--- config.mk ---
export PLATFORM = sky130hd
export DESIGN_NAME = uart_rx_fifo_flat
export DESIGN_NICKNAME = d
export VERILOG_FILES = /design/src/rtl/uart_rx_fifo_if.sv /design/src/rtl/uart_rx_fifo.sv /design/src/flat_wrapper.sv
export SDC_FILE = /design/constraint.sdc
export NUM_CORES = 1
export LEC_CHECK = 0
export BUFFER_PORTS_ARGS = -buffer_cell sky130_fd_sc_hd__buf_2
export CORE_MARGIN = 4
export CORE_UTILIZATION = 35
export CTS_BUF_LIST = sky130_fd_sc_hd__clkbuf_8 sky130_fd_sc_hd__clkbuf_16
export DETAILED_ROUTE_END_ITERATION = 12
export PLACE_DENSITY = 0.52
export SYNTH_ARGS = -nofsm -noshare
export SYNTH_HDL_FRONTEND = slang
export SYNTH_SLANG_ARGS = --single-unit
--- constraint.sdc ---
create_clock -name i_Clock -period 2.9 [get_ports i_Clock]
set_clock_uncertainty 0.15 [all_clocks]
set_input_delay 0.145 -clock i_Clock [delete_from_list [all_inputs] [get_ports i_Clock]]
set_output_delay 0.145 -clock i_Clock [all_outputs]
set_load 0.01 [all_outputs]
--- src/rtl/uart_rx_fifo_if.sv ---
// Bus-side bundle between the UART receive FIFO and its users.
// slave = the FIFO itself, master = receiver/peripheral-bus side.
interface uart_rx_fifo_if #(
  parameter int DATA_W = 8,
  parameter int ADDR_W = 4
);
  logic              i_Rx_DV;
  logic [DATA_W-1:0] i_Rx_Byte;
  logic              rd_en;
  logic              flush;
  logic              clr_ovr;
  logic [ADDR_W:0]   THRESH;
  logic              ld_THRESH;
  logic [DATA_W-1:0] o_Rd_Data;
  logic              o_Rd_Valid;
  logic              o_Empty;
  logic              o_Full;
  logic [ADDR_W:0]   o_Level;
  logic              o_Overrun;
  logic              o_Irq;

  modport slave (
    input  i_Rx_DV, i_Rx_Byte, rd_en, flush, clr_ovr, THRESH, ld_THRESH,
    output o_Rd_Data, o_Rd_Valid, o_Empty, o_Full, o_Level, o_Overrun, o_Irq
  );

  modport master (
    output i_Rx_DV, i_Rx_Byte, rd_en, flush, clr_ovr, THRESH, ld_THRESH,
    input  o_Rd_Data, o_Rd_Valid, o_Empty, o_Full, o_Level, o_Overrun, o_Irq
  );
endinterface

--- src/rtl/uart_rx_fifo.sv ---
// UART receive circular FIFO; pop data registered, 1-cycle read latency.
// No backpressure to the receiver: bytes arriving while full are dropped and flagged as overrun.
module uart_rx_fifo #(
  parameter int DATA_W = 8,
  parameter int ADDR_W = 4,
  parameter int DEPTH  = 16
) (
  input  logic          i_Clock,
  input  logic          rst,
  uart_rx_fifo_if.slave bus
);
  localparam logic [ADDR_W:0] FULL_LVL = (ADDR_W+1)'(DEPTH);

  logic [DATA_W-1:0] mem_q [DEPTH];

  logic [ADDR_W-1:0] wr_ptr_q,   wr_ptr_d;
  logic [ADDR_W-1:0] rd_ptr_q,   rd_ptr_d;
  logic [ADDR_W:0]   level_q,    level_d;
  logic [DATA_W-1:0] rd_data_q,  rd_data_d;
  logic              rd_valid_q, rd_valid_d;
  logic              ovr_q,      ovr_d;
  logic [ADDR_W:0]   thresh_q,   thresh_d;

  logic pop_acc;
  logic push_acc;
  logic drop;

  always_comb begin
    // Flush discards both sides of the cycle, so neither counts as accepted or dropped.
    pop_acc  = bus.rd_en && (level_q != '0) && !bus.flush;
    push_acc = bus.i_Rx_DV && !bus.flush && ((level_q != FULL_LVL) || pop_acc);
    drop     = bus.i_Rx_DV && !bus.flush && !push_acc;

    wr_ptr_d   = wr_ptr_q;
    rd_ptr_d   = rd_ptr_q;
    level_d    = level_q;
    rd_data_d  = rd_data_q;
    rd_valid_d = pop_acc;
    ovr_d      = ovr_q;
    thresh_d   = thresh_q;

    if (bus.flush) begin
      wr_ptr_d = '0;
      rd_ptr_d = '0;
      level_d  = '0;
    end else begin
      if (pop_acc) begin
        rd_data_d = mem_q[rd_ptr_q];
        rd_ptr_d  = rd_ptr_q + ADDR_W'(1);
      end
      if (push_acc) begin
        wr_ptr_d = wr_ptr_q + ADDR_W'(1);
      end
      if (push_acc && !pop_acc) begin
        level_d = level_q + (ADDR_W+1)'(1);
      end else if (pop_acc && !push_acc) begin
        level_d = level_q - (ADDR_W+1)'(1);
      end
    end

    // A drop in the same cycle as a clear must leave the flag set.
    if (bus.clr_ovr) begin
      ovr_d = 1'b0;
    end
    if (drop) begin
      ovr_d = 1'b1;
    end

    if (bus.ld_THRESH) begin
      thresh_d = bus.THRESH;
    end
  end

  always_ff @(posedge i_Clock) begin
    if (!rst) begin
      wr_ptr_q   <= '0;
      rd_ptr_q   <= '0;
      level_q    <= '0;
      rd_data_q  <= '0;
      rd_valid_q <= 1'b0;
      ovr_q      <= 1'b0;
      thresh_q   <= '0;
    end else begin
      wr_ptr_q   <= wr_ptr_d;
      rd_ptr_q   <= rd_ptr_d;
      level_q    <= level_d;
      rd_data_q  <= rd_data_d;
      rd_valid_q <= rd_valid_d;
      ovr_q      <= ovr_d;
      thresh_q   <= thresh_d;
    end
  end

  // Storage is deliberately left out of reset.
  always_ff @(posedge i_Clock) begin
    if (rst && push_acc) begin
      mem_q[wr_ptr_q] <= bus.i_Rx_Byte;
    end
  end

  assign bus.o_Rd_Data  = rd_data_q;
  assign bus.o_Rd_Valid = rd_valid_q;
  assign bus.o_Empty    = (level_q == '0);
  assign bus.o_Full     = (level_q == FULL_LVL);
  assign bus.o_Level    = level_q;
  assign bus.o_Overrun  = ovr_q;
  assign bus.o_Irq      = (thresh_q != '0) && (level_q >= thresh_q);
endmodule

--- src/flat_wrapper.sv ---
// flat-port wrapper written by rule: the top's interface ports become plain ports
module uart_rx_fifo_flat 
#(
  parameter int DATA_W = 8,
  parameter int ADDR_W = 4,
  parameter int DEPTH  = 16
)
  (i_Clock, rst, bus_i_Rx_DV, bus_i_Rx_Byte, bus_rd_en, bus_flush, bus_clr_ovr, bus_THRESH, bus_ld_THRESH, bus_o_Rd_Data, bus_o_Rd_Valid, bus_o_Empty, bus_o_Full, bus_o_Level, bus_o_Overrun, bus_o_Irq);
  uart_rx_fifo_if #(.DATA_W(DATA_W), .ADDR_W(ADDR_W)) bus_i ();
  input  logic i_Clock;
  input  logic rst;
  input wire logic [$bits(bus_i.i_Rx_DV)-1:0] bus_i_Rx_DV;
  input wire logic [$bits(bus_i.i_Rx_Byte)-1:0] bus_i_Rx_Byte;
  input wire logic [$bits(bus_i.rd_en)-1:0] bus_rd_en;
  input wire logic [$bits(bus_i.flush)-1:0] bus_flush;
  input wire logic [$bits(bus_i.clr_ovr)-1:0] bus_clr_ovr;
  input wire logic [$bits(bus_i.THRESH)-1:0] bus_THRESH;
  input wire logic [$bits(bus_i.ld_THRESH)-1:0] bus_ld_THRESH;
  output wire logic [$bits(bus_i.o_Rd_Data)-1:0] bus_o_Rd_Data;
  output wire logic [$bits(bus_i.o_Rd_Valid)-1:0] bus_o_Rd_Valid;
  output wire logic [$bits(bus_i.o_Empty)-1:0] bus_o_Empty;
  output wire logic [$bits(bus_i.o_Full)-1:0] bus_o_Full;
  output wire logic [$bits(bus_i.o_Level)-1:0] bus_o_Level;
  output wire logic [$bits(bus_i.o_Overrun)-1:0] bus_o_Overrun;
  output wire logic [$bits(bus_i.o_Irq)-1:0] bus_o_Irq;
  assign bus_i.i_Rx_DV = bus_i_Rx_DV;
  assign bus_i.i_Rx_Byte = bus_i_Rx_Byte;
  assign bus_i.rd_en = bus_rd_en;
  assign bus_i.flush = bus_flush;
  assign bus_i.clr_ovr = bus_clr_ovr;
  assign bus_i.THRESH = bus_THRESH;
  assign bus_i.ld_THRESH = bus_ld_THRESH;
  assign bus_o_Rd_Data = bus_i.o_Rd_Data;
  assign bus_o_Rd_Valid = bus_i.o_Rd_Valid;
  assign bus_o_Empty = bus_i.o_Empty;
  assign bus_o_Full = bus_i.o_Full;
  assign bus_o_Level = bus_i.o_Level;
  assign bus_o_Overrun = bus_i.o_Overrun;
  assign bus_o_Irq = bus_i.o_Irq;
  uart_rx_fifo #(.DATA_W(DATA_W), .ADDR_W(ADDR_W), .DEPTH(DEPTH)) u_core (.i_Clock(i_Clock), .rst(rst), .bus(bus_i));
endmodule
-- Word level (Yosys, flattened, before mapping)
Memories as Yosys holds them, arrays and structs flattened. A register that Yosys moved wholly into a read port is not among the register bits.
Cells that the tools add are included.
W data, S select, Z words.
- flip-flop bits (word level): 20
- bits in latches: 0
- memory bits (writable): 128
- memory bits (read-only): 0
- input port bits: 20
- output and inout port bits: 18
- logic and storage cells: 43
- memories kept: 1
- memory list (memory ; depth ; bits a word ; read ports ; clocked after Yosys merged registers in ; write ports ; RTL line ; RTL):
    u_core.mem_q ; 16 ; 8 ; 1 ; 1 ; 1 ; uart_rx_fifo.sv:14 ; logic [DATA_W-1:0] mem_q [DEPTH];
- add/sub/neg operators: 4
- $mul: 0
- divide/modulo/power cells: 0
- $lt $le $gt $ge: 1
- equality and inequality tests: 2
- shift operators: 0
- multiplexer cells: 6
- bitwise operators: 2
- reductions and logical operators: 21
- operator list (operator ; count):
    $mux W5 ; 2
    $reduce_bool A5 Y1 ; 2
    $logic_and A1 B1 Y1 ; 9
    $add A4 B1 Y4 const B ; 2
    $add A5 B1 Y5 const B ; 1
    $eq A5 B5 Y1 const B ; 1
    $ge A5 B5 Y1 ; 1
    $logic_not A5 Y1 ; 1
    $ne A5 B5 Y1 const B ; 1
    $sub A5 B1 Y5 const B ; 1
    $logic_not A1 Y1 ; 4
    $mux W1 ; 4
    $reduce_bool A2 Y1 ; 2
    $not A1 Y1 ; 2
    $reduce_and A2 Y1 ; 1
    $reduce_or A2 Y1 ; 1
    $logic_or A1 B1 Y1 ; 1

-- Longest topological paths before layout
Gate-level depths: netlist (run 1).
- depth in word-level cells: 9
- depth in mapped cells: 11
- depth with buffers taken out: 11

-- Worst setup path before layout (run 1)
OpenSTA, ideal clock, no wires.
- kind: register -> register
- from: register u_core.level_q[0] (netlist: u_core.bus.o_Level[0])
- to: register u_core.level_q[4] (netlist: u_core.bus.o_Level[4])
- library setup time: 0.070 ns
- arrival time: 2.600 ns
- data required time: 2.680 ns
- slack: 0.080 ns
- stages on the path, launching flop included: 12
- path buffers: 0
- period minus slack after synthesis: 2.820 ns
- cells stage by stage: dfxtp_1 -> nor4_4 -> a21boi_4 -> clkinv_1 -> ha_1 -> inv_1 -> fa_1 -> a21o_1 -> a21oi_1 -> xnor2_1 -> or3_1 -> a21oi_1
- longest elaborated chain between the ends: 8
- elaborated cells on any way between the ends: 15
- classes of those cells: add/sub: 2; eq/ne: 1; mux: 2; reduce/logical: 10
- ends and longest elaborated chain (what ; RTL line ; RTL):
    start, declared ; uart_rx_fifo.sv:18 ; logic [ADDR_W:0] level_q, level_d;
    start signal, assigned ; uart_rx_fifo.sv:86 ; level_q <= level_d;
    parallel branches: the longest is 8 deep, another holds $sub A5 B1 Y5 ; -- ;
Several ways; the timed one is not identified. The select of a mux whose other input is x is not followed.
A chain may end at the register's enable or synchronous reset.

-- Final worst setup path (run 1)
- from: register u_core.level_q[3] (netlist: u_core.bus.o_Level[3])
- to: register u_core.level_q[4] (netlist: u_core.bus.o_Level[4])
Same word-level chain as after synthesis.

==> results of run 1 <==
-- routing by layer --
layer | part of all wire, % | routed length (um)
met4 | 1.7 | 218
met5 | 0 | 0
met2 | 47 | 6070
met1 | 47 | 6030
met3 | 4.9 | 641
-- stage by stage --
stage | area (um2) | hold slack (ps) | setup WS [ps] | cells
final | 7660 | 54.5 | 148 | 679
after global placement | 6910 | 262 | 155 | 626
after detailed placement | 6910 | 271 | 116 | 626
after floorplan | 6500 | 93.9 | 80.1 | 361
after global routing | 7660 | 57.1 | 0.605 | 679
after CTS | 7650 | 29.9 | 93.1 | 678
-- cell families after synthesis --
| kind of cell | count (synthesis) |
|---|---|
| fa+ha+maj | 15 |
| xor+xnor | 10 |
| mux | 56 |
| buf+inv | 29 |
| compound gates | 23 |
| simple gates | 72 |
| flops | 156 |
-- layout by cell type (no fill, tap or decap), types with 2 or more instances in the layout --
cell and count:
dlygate4sd3_1 20, nor2b_1 7, clkinvlp_4 2, nand2_1 5, nor3_1 4, buf_2 37
inv_1 12, ha_1 14, a21oi_1 7, edfxtp_1 128, mux4_1 15, o221ai_1 8
dfxtp_1 27, or4_1 2, nand2b_1 6, mux2i_1 24, mux4_2 17, xor2_1 6
inv_6 6, xnor2_1 4, nand3_1 12, clkinv_4 2, clkbuf_16 17, clkinv_2 2
buf_4 16, nand4_1 2, clkinv_1 2, nor2_1 29, o21ai_0 2
-- worst paths after layout --
check,slack (ps),cells after the start,end,startpoint
worst max-delay path,150,11,u_core.bus.o_Level[4],u_core.bus.o_Level[3]
worst min-delay path,50,2,u_core.thresh_q[1],rst
worst max register to register,150,11,u_core.bus.o_Level[4],u_core.bus.o_Level[3]
worst min register to register,380,2,u_core.bus.o_Rd_Data[7],u_core.bus.o_Rd_Data[7]
-- worst register-to-register path, stage by stage (launching register included) --
cell,delay [ps]
dfxtp_1,330
nor4_4,370
buf_4,190
a31oi_4,90
ha_1,220
inv_1,150
ha_1,290
a21o_1,190
a21oi_1,170
xnor2_1,90
or3_1,300
a21oi_1,140
-- power by group --
| group | internal, uW | switching [uW] | leakage, uW |
|---|---|---|---|
| Sequential | 2440 | 13.9 | 0.00138 |
| Clock | 1110 | 904 | 0.000266 |
| Combinational | 124 | 149 | 0.000963 |
-- area by class of cell --
| type | count | share of cell area [%] |
|---|---|---|
| flip-flops and latches | 156 | 57.5 |
| multi-input cells | 176 | 24.3 |
| repair buffers | 74 | 6.86 |
| clock buffers | 17 | 5.55 |
| well taps | 229 | 3.74 |
| clock inverters | 15 | 1.49 |
| inverters | 12 | 0.588 |
-- sequential cells by signal, indices dropped and copies added (netlist names) --
name and cells:
u_core.wr_ptr_q 4, u_core.rd_ptr_q 4, u_core.bus.o_Level 5, u_core.thresh_q 5
u_core.bus.o_Overrun 1, u_core.mem_q 128, u_core.bus.o_Rd_Data 8, u_core.bus.o_Rd_Valid 1
-- timing repair --
| action | 4_1_cts | 5_1_grt |
|---|---|---|
| setup buffers | 0 | 1 |
| endpoints found under the setup margin | 0 | 1 |
| hold buffers | 20 | 0 |
| endpoints found under the hold margin | 135 | 0 |
==> impl_metrics.env, run 1 <==
export IMPL_layout_nets=472
export IMPL_drt_wl_total_um=13000
export IMPL_clk_pin_slew_ps=60
export IMPL_cts_buffers=17
export IMPL_drv_slew=0
export IMPL_synthTopCellsByCount="edfxtp_1, nor2_1, dfxtp_1"
export IMPL_critical_path_top_delay_family="simple AND/OR/NAND/NOR gates"
export IMPL_synthSimpleGateAreaFrac_pct=5.72
export IMPL_hpwl_um=8190
export IMPL_cpPeakStageDelay_ps=370
export IMPL_num_rows=49
export IMPL_setup_viol_count_final=0
export IMPL_hold_class="in2reg"
export IMPL_crit_required_ps=3080
export IMPL_critPathBufInv=2
export IMPL_yosysTopAreaCellShare_pct=59.2
export IMPL_synthCells=361
export IMPL_fill_cells=1626
export IMPL_peakVddDrop_mv=0.513
export IMPL_area_growth_pct=17.9
export IMPL_num_vias=3382
export IMPL_place_congestion=0.782
export IMPL_drive_gt1_share_pct=24.0
export IMPL_syn_num_nets=396
export IMPL_synth_top_family_by_area="multiplexers"
export IMPL_worstSetupPathType="reg2reg"
export IMPL_grt_util_met1_pct=17.7
export IMPL_yosysWarnings=0
export IMPL_maxCapViolCount=0
export IMPL_synthesis_area_um2=6500
export IMPL_total_power_uw=4740
export IMPL_muxShareOfSynthArea_pct=15.7
export IMPL_antenna_found_initial=0
export IMPL_drt_iter0_markers=202
export IMPL_synth_seq_cells=156
export IMPL_met2_usage_pct=20.7
export IMPL_synth_area_leaders="edfxtp_1, dfxtp_1, mux4_1"
export IMPL_clock_latency_ps=410
export IMPL_yosysUniqueCellTypes=39
export IMPL_status="finished, final reports clean"
export IMPL_max_clock_freq_ghz=0.363
export IMPL_hold_viol=0
export IMPL_drtAntennaViolNets=0
export IMPL_start_util_pct=35.9
export IMPL_arrival_ps=2930
export IMPL_grt_pass1_wl_um=20000
export IMPL_cts_buffer_depth=2
export IMPL_port_buffers=37
export IMPL_powerDensity_nw_per_um2=619
export IMPL_rsz0062_at_grt="false"
export IMPL_fin_crit_ps=2750
export IMPL_globalRoute_busiestLayer="met2"
export IMPL_max_slew_margin_rel_pct=33.1
export IMPL_tightestPinTransition_ps=1000
export IMPL_die_h_um=144
export IMPL_final_util_pct=42.4
export IMPL_diodes=0
export IMPL_ys_flop_type="edfxtp_1"
export IMPL_regArea_um2=4410
export IMPL_yosys_area_share_xor_xnor_pct=1.35
export IMPL_critPathSlowestCell="nor4_4"
export IMPL_die_w_um=144
export IMPL_grt_max_degree=36
export IMPL_h_tree_depth=4
export IMPL_grt_pass1_vias=3493
export IMPL_viasPerCell=4.98
export IMPL_cts_tree="built"
export IMPL_synth_edf_count=128
export IMPL_p_leak_uw=0.00261
export IMPL_fp_coreArea_um2=18100
export IMPL_path_cells="nor4_4 -> buf_4 -> a31oi_4 -> ha_1 -> inv_1 -> ha_1 -> a21o_1 -> a21oi_1 -> xnor2_1 -> or3_1 -> a21oi_1"
export IMPL_grt_util_met3_pct=3.94
export IMPL_firstDrtPassIters=4
export IMPL_finalSetupTns_ps=0
export IMPL_yosys_area_top_type="edfxtp_1"
export IMPL_clock_sinks=156
export IMPL_synthAdderAreaFrac_pct=3.00
export IMPL_drc=0
export IMPL_startpoint_type="flip-flop"
export IMPL_root_buffer="clkbuf_16"
export IMPL_grt_usage_pct=13.2
export IMPL_end_kind="flip-flop"
export IMPL_multi_input_area_um2=1860
export IMPL_avgSynthCellArea_um2=18.0
export IMPL_path_max_fanout=4
export IMPL_synth_compound_area_share_pct=2.87
export IMPL_grt_ovfl_total=0
export IMPL_yosysMostFrequentCell="edfxtp_1"
export IMPL_period_share_pct=94.9
export IMPL_async_flop_share_pct=0
export IMPL_num_io_pins=38
export IMPL_yosysSeqAreaShare_pct=67.8
export IMPL_post_drt_wl_per_cell_um=19.1
export IMPL_die_area_um2=20800
export IMPL_cts_resized=0
No activity file was read; power rests on OpenSTA's default activity.
==> run 2, diff against run 1 <==
--- a/config.mk
+++ b/config.mk
@@ -7,10 +7,10 @@
 export LEC_CHECK = 0
 export BUFFER_PORTS_ARGS = -buffer_cell sky130_fd_sc_hd__buf_2
 export CORE_MARGIN = 4
-export CORE_UTILIZATION = 35
+export CORE_UTILIZATION = 38
 export CTS_BUF_LIST = sky130_fd_sc_hd__clkbuf_8 sky130_fd_sc_hd__clkbuf_16
 export DETAILED_ROUTE_END_ITERATION = 12
-export PLACE_DENSITY = 0.52
+export PLACE_DENSITY = 0.55
 export SYNTH_ARGS = -nofsm -noshare
 export SYNTH_HDL_FRONTEND = slang
 export SYNTH_SLANG_ARGS = --single-unit
==> run 2 against run 1 <==
Register-to-register slack better by 100 ps. Critical path depth grew 1. Routed wire length is 0.60% lower. Sequential share of layout area down 0.55 points. Highest routed layer unchanged. Worst hold slack gained 61 ps. Worst setup slack gained 100 ps. Core utilization up 4.1 points. Combinational power rose by 1%.
==> impl_metrics.env, run 2 (synthesized netlist as in run 1, its figures left out) <==
export IMPL_status="finished, final reports clean"
export IMPL_diodes=0
export IMPL_post_drt_wl_per_cell_um=19.1
export IMPL_finalSetupTns_ps=0
export IMPL_arrival_ps=2840
export IMPL_placed_area_um2=6920
export IMPL_finalInstanceArea_um2=7730
export IMPL_hold_viol=0
export IMPL_firstDrtPassIters=4
export IMPL_num_io_pins=38
export IMPL_die_h_um=139
export IMPL_area_growth_pct=19.0
export IMPL_drtAntennaViolNets=0
export IMPL_cts_buffers=17
export IMPL_end_kind="flip-flop"
export IMPL_h_tree_depth=4
export IMPL_grt_usage_pct=14.0
export IMPL_startpoint_type="flip-flop"
export IMPL_drt_wl_total_um=12900
export IMPL_max_slew_margin_rel_pct=34.4
export IMPL_max_clock_freq_ghz=0.378
export IMPL_drt_iter0_markers=173
export IMPL_num_rows=47
export IMPL_worstSetupPathType="reg2reg"
export IMPL_tightestPinTransition_ps=981
export IMPL_rrSetupSlack_ps=250
export IMPL_largest_reg_flops=128
export IMPL_grt_ovfl_total=0
export IMPL_drive_gt1_share_pct=25.3
export IMPL_layout_nets=476
export IMPL_fill_cells=1428
export IMPL_path_max_fanout=4
export IMPL_clock_latency_ps=430
export IMPL_start_util_pct=39.0
export IMPL_drc=0
export IMPL_num_vias=3361
export IMPL_peakVddDrop_mv=0.512
export IMPL_cts_tree="built"
export IMPL_clock_sinks=156
export IMPL_cts_buffer_depth=2
export IMPL_antenna_found_initial=0
export IMPL_drv_slew=0
export IMPL_root_buffer="clkbuf_16"
export IMPL_die_area_um2=19300
export IMPL_clk_pin_slew_ps=60
export IMPL_port_buffers=37
export IMPL_period_share_pct=91.3
export IMPL_fin_crit_ps=2650
export IMPL_mostFrequentLayoutCell="edfxtp_1"
export IMPL_total_power_uw=4910
export IMPL_rsz0062_at_grt="false"
export IMPL_die_w_um=139
export IMPL_hpwl_um=7950
export IMPL_grt_pass1_vias=3521
export IMPL_maxCapViolCount=0
export IMPL_regMostFlops="u_core.mem_q"
export IMPL_viasPerCell=4.99
export IMPL_fp_coreArea_um2=16600
export IMPL_setup_viol_count_final=0
export IMPL_powerDensity_nw_per_um2=635
export IMPL_grt_max_degree=36
export IMPL_crit_required_ps=3100
export IMPL_mostFrequentLayoutCells="edfxtp_1, buf_2, nor2_1"
export IMPL_grt_pass1_wl_um=20500
export IMPL_p_leak_uw=0.00266
export IMPL_place_congestion=0.740
export IMPL_hold_class="in2reg"
[run 2: metal layers]
| layer | GRT usage, % | share of wire (%) | up-vias |
|---|---|---|---|
| li1 | - | - | 1592 |
| met1 | 18.8 | 46 | 1693 |
| met2 | 22.5 | 48 | 64 |
| met3 | 3.72 | 4.4 | 12 |
| met4 | 4.48 | 1.3 | 0 |
| met5 | 0 | 0 | - |
[run 2: stage by stage]
stage	util (%)	cells	worst slack [ps]	hold slack (ps)
after floorplan	-	361	80.1	93.9
final	46.5	674	252	116
after global placement	41.6	620	159	262
after CTS	46.4	672	47.7	86.5
after global routing	46.5	674	58.4	113
after detailed placement	41.6	620	66.1	270
[run 2: worst paths after layout]
path	from	endpoint	cells past startpoint
worst max-delay path	u_core.bus.o_Level[3]	u_core.bus.o_Level[4]	12
worst max register to register	u_core.bus.o_Level[3]	u_core.bus.o_Level[4]	12
worst min-delay path	rst	u_core.thresh_q[3]	3
worst min register to register	u_core.bus.o_Rd_Data[7]	u_core.bus.o_Rd_Data[7]	2
[run 2: worst max-delay path, cell delays in order (launching register included)]
cell	delay [ps]
dfxtp_1	330
nor4_4	260
buf_4	180
a21boi_4	60
clkinv_1	70
ha_1	190
inv_1	110
fa_2	370
a21o_1	160
a21oi_1	170
xnor2_1	90
or3_1	300
a21oi_1	140
[run 2: power by group]
group / internal [uW] / leakage [uW] / total, uW / switching [uW]
logic: 126 / 0.000985 / 277 / 151
clock network: 1160 / 0.000291 / 2180 / 1020
registers: 2440 / 0.00138 / 2450 / 13.3
[run 2: timing repair]
action                                 4_1_cts  5_1_grt
buffers inserted                             0        2
endpoints found under the hold margin      135        0
hold buffers                                20        0
setup endpoints to repair                    0        1
resized for setup                            0        1
[run 2: area by class of cell]
class	count	area, um2	share of cell area, %
flip-flops and latches	156	4410	57.0
well taps	220	275	3.56
multi-input cells	176	1860	24.1
repair buffers	78	556	7.18
inverters	12	45.0	0.582
clock buffers	17	425	5.50
clock inverters	15	166	2.15
